==> src/rtl/crc_unit.sv <==
// crc_unit: iterative reflected CRC32/CRC32C unit, 4 data bits per cycle, compute/finished handshake
module crc_unit #(
  parameter logic [31:0] POLY32  = 32'hEDB88320,
  parameter logic [31:0] POLY32C = 32'h82F63B78
) (
  input  logic        s_clk_i,
  input  logic        s_resetn_i,
  input  logic        s_stall_i,
  input  logic        s_flush_i,
  input  logic        s_compute_i,
  input  logic [1:0]  s_mode_i,
  input  logic [31:0] s_op1_i,
  input  logic [31:0] s_op2_i,
  output logic        s_finished_o,
  output logic [31:0] s_result_o
);
  localparam logic [1:0] IDLE = 2'd0;
  localparam logic [1:0] BUSY = 2'd1;
  localparam logic [1:0] DONE = 2'd2;
  logic [1:0]  state_q, state_d;
  logic [31:0] x_q, x_d, poly_q, poly_d, res_q, res_d, x_step, slice;
  logic [3:0]  cnt_q, cnt_d;
  logic        fin_q, fin_d;
  function automatic logic [31:0] step4(input logic [31:0] v, input logic [31:0] p);
    logic [31:0] r;
    r = v;
    for (int i = 0; i < 4; i++) r = (r >> 1) ^ (p & {32{r[0]}});
    return r;
  endfunction
  // next-state: flush wins, IDLE loads, BUSY iterates, DONE holds until the instruction leaves EX
  always_comb begin
    state_d = state_q;
    x_d     = x_q;
    poly_d  = poly_q;
    cnt_d   = cnt_q;
    fin_d   = fin_q;
    res_d   = res_q;
    x_step  = step4(x_q, poly_q);
    slice   = s_mode_i == 2'b00 ? {24'd0, s_op2_i[7:0]} :
              s_mode_i == 2'b01 ? {16'd0, s_op2_i[15:0]} : s_op2_i;
    if (s_flush_i) begin
      state_d = IDLE;
      cnt_d   = 4'd0;
      fin_d   = 1'b0;
    end else begin
      case (state_q)
        IDLE: if (s_compute_i) begin
          x_d     = s_op1_i ^ slice;
          poly_d  = s_mode_i == 2'b11 ? POLY32C : POLY32;
          cnt_d   = s_mode_i == 2'b00 ? 4'd2 : s_mode_i == 2'b01 ? 4'd4 : 4'd8;
          state_d = BUSY;
        end
        BUSY: if (!s_compute_i) begin
          state_d = IDLE;
          cnt_d   = 4'd0;
        end else begin
          x_d   = x_step;
          cnt_d = cnt_q - 4'd1;
          if (cnt_q == 4'd1) begin
            state_d = DONE;
            fin_d   = 1'b1;
            res_d   = x_step;
          end
        end
        DONE: if (!s_compute_i || !s_stall_i) begin
          state_d = IDLE;
          fin_d   = 1'b0;
        end
        default: state_d = IDLE;
      endcase
    end
  end
  // state registers with synchronous active-low reset
  always_ff @(posedge s_clk_i) begin
    if (!s_resetn_i) begin
      state_q <= IDLE;
      x_q     <= 32'd0;
      poly_q  <= 32'd0;
      cnt_q   <= 4'd0;
      fin_q   <= 1'b0;
      res_q   <= 32'd0;
    end else begin
      state_q <= state_d;
      x_q     <= x_d;
      poly_q  <= poly_d;
      cnt_q   <= cnt_d;
      fin_q   <= fin_d;
      res_q   <= res_d;
    end
  end
  assign s_finished_o = fin_q;
  assign s_result_o   = res_q;
endmodule

==> config.mk <==
export PLATFORM = sky130hd
export DESIGN_NAME = crc_unit
export DESIGN_NICKNAME = d
export VERILOG_FILES = /design/src/rtl/crc_unit.sv
export SDC_FILE = /design/constraint.sdc
export NUM_CORES = 1
export LEC_CHECK = 0
export BUFFER_PORTS_ARGS = -buffer_cell sky130_fd_sc_hd__buf_2
export CORE_MARGIN = 5
export CORE_UTILIZATION = 55
export CTS_CLUSTER_SIZE = 8
export DETAILED_ROUTE_END_ITERATION = 16
export PLACE_DENSITY = 0.81
export SETUP_SLACK_MARGIN = 0.1
export SKIP_LAST_GASP = 1
export SLEW_MARGIN = 15
export SYNTH_ARGS = -nofsm -noshare
export SYNTH_HDL_FRONTEND = slang
export SYNTH_SLANG_ARGS = --single-unit
==> constraint.sdc <==
create_clock -name s_clk_i -period 4.8 [get_ports s_clk_i]
set_input_delay 1.44 -clock s_clk_i [delete_from_list [all_inputs] [get_ports s_clk_i]]
set_output_delay 1.44 -clock s_clk_i [all_outputs]
set_load 0.005 [all_outputs]
==> impl_metrics.tcl <==
set metrics [dict create \
    wl_um 12000 \
    post_cts_buffers 0 \
    layout_commonest_cell "buf_2" \
    synth_seq_cells 74 \
    synth-edff-count 0 \
    antenna_found_initial 0 \
    ys_seq_area_frac 0.329 \
    final_cell_mix "103 x buf_2, 74 x dfxtp_1, 55 x nand2_1" \
    internal_power_uw 1110 \
    p_sw_uw 385 \
    cts_tree "yes" \
    n_antenna_cell 0 \
    cts_made_buffers 9 \
    synth_warnings 0 \
    fin_crit_ns 3.13 \
    cp.arrival_ns 3.43 \
    synth.largest_area_cell "dfxtp_1" \
    clk_pin_slew_ns 0.08 \
    reg2reg_depth 4 \
    grt_pass1_wl_um 19100 \
    grt_overflow 0 \
    drive_gt1_frac 0.227 \
    power_frac_clock 0.406 \
    power.density_nw_per_um2 286 \
    cp_max_fo 27 \
    grt_max_degree 47 \
    synth_ff_type "dfxtp_1" \
    postCtsHoldBufs 0 \
    critical_path.endpoint_type "flip-flop" \
    final_nets 689 \
    setup_violations 0 \
    yosysTopAreaCellShare 0.329 \
    hp-class "reg2reg" \
    cts_resized 0 \
    routabilityCongestion 0.879 \
    rsz0062_at_grt "no" \
    io_pins 104 \
    drtIter0Drc 351 \
    wl_per_cell_um 16.6 \
    dp_cells 710 \
    ys_types 50 \
    dieWidth_um 101 \
    vias 4289 \
    slew_headroom 0.356 \
    insertion_delay_ns 0.36 \
    drt_pass1_iterations 5 \
    clock_sinks 74 \
    hold_viol_final 0 \
    root_buffer "clkbuf_8" \
    final_cells 726 \
    startpoint_type "primary input" \
    p_leak_uw 0.00207 \
    synthCells 544 \
    die_h_um 101 \
    power_frac_comb 0.148 \
    clock_skew_ns 0.00840 \
    cp.required_ns 5.10 \
    setup_tns_ns 0 \
    async_reset_ff_frac 0 \
    worst_pin_slew_ns 0.966 \
    drcViolationCount 0 \
    totalPowerFinal_uw 1500 \
    finalMaxSlewViolations 0 \
    numPortBuffers 103 \
    max_freq_ghz 0.320 \
    critPathKind "in2reg" \
    syn-num-nets 617 \
    n_fill_cell 731 \
    seqPwrFrac 0.446 \
    cts_buffer_depth 2 \
    grt_pass1_vias 3942 \
    ff2ff_setup_slack_ns 2.39 \
    swShare 0.257 \
    netlist_area_um2 4510 \
    finalCritPeriodShare 0.652 \
    syn2layout_area_growth_pct 15.9 \
    hold_depth 2 \
    cap_violations 0 \
    vdd_ir_drop_max_mv 0.173 \
    core-area_um2 8090 \
    ant_nets 0 \
    cts_htree_levels 3 \
    synth_area_per_cell_um2 8.28 \
    start_util 0.557 \
    track_usage 0.240 \
    status "completed" \
    synth.area.top_cells "dfxtp_1 33%, xnor2_1 7.6%, a21oi_1 5.7%" \
    num_rows 33 \
    via_per_inst 5.91 \
    design.die.area_um2 10100 \
    place_hpwl_um 8370 \
]
path summary, 6_finish.rpt:
path	startpoint	end
worst min register to register	s_result_o[9]	s_result_o[9]
worst max-delay path	s_compute_i	s_result_o[19]
worst min-delay path	s_result_o[9]	s_result_o[9]
worst max register to register	state_q[0]	s_result_o[19]
cells in the mapped netlist, drive strengths merged (4+ instances only):
master	instances
dfxtp	74
nand3	36
or4	5
a211oi	7
xnor2	39
and2	9
nor2	17
a211o	10
nand2b	4
clkbuf	28
o221ai	9
xnor3	10
o21ai	48
a21oi	51
nor3	12
o211ai	15
nand4	5
a31oi	5
nand2	55
xor2	19
a21bo	10
inv	10
nand3b	13
buf	20
per-layer routing:
metal,share of wire,vias to the layer above,GRT usage
li1,-,2089,-
met1,0.42,1994,0.322
met2,0.47,184,0.371
met3,0.086,22,0.0540
met4,0.022,0,0.107
met5,0,-,0
power groups by stage:
stage | logic (uW) | clock network (uW) | registers (uW)
floorplan | 172 | 0 | 657
global placement | 214 | 0 | 679
detailed placement | 219 | 0 | 680
CTS | 222 | 614 | 666
global route | 243 | 646 | 670
finish | 222 | 607 | 667
worst max-delay path, cell delays in order:
cell      delay [ns]
buf_2           0.17
and4bb_2        0.45
nand2_1         0.58
or4_1           0.69
nand3_1         0.09
sequential cells by signal, summed over array words and instances, names as in the netlist:
name	count
poly_q	3
s_result_o	32
s_finished_o	1
state_q	2
cnt_q	4
x_q	32
metrics by stage:
step                setup WS (ns)  utilization  instance area [um^2]  hold slack, ns
finish                       1.67        0.645                  5220           0.452
global route                 1.56        0.645                  5220           0.475
CTS                          1.67        0.645                  5220           0.453
detailed placement           1.29        0.614                  4970           0.443
global placement             1.37        0.614                  4970           0.444
floorplan                    2.17            -                  4510           0.446
kinds of logic after synthesis:
family          after synthesis  share of synthesized area
fa+ha+maj                     2                    0.00555
mux                           3                    0.00667
flops                        74                      0.329
buf+inv                      58                     0.0583
xor+xnor                     69                      0.170
simple gates                169                      0.193
compound gates              169                      0.238
final cells by class:
cell class | instances | area, um^2 | share of cell area
clock buffer | 11 | 151 | 0.0290
clock inverter | 5 | 100 | 0.0192
inverter | 10 | 37.5 | 0.00719
multi-input combinational | 412 | 2760 | 0.529
sequential | 74 | 1480 | 0.284
tap | 105 | 131 | 0.0251
timing repair buffer | 109 | 561 | 0.107
Note: power is estimated with default switching activity, not from simulation.
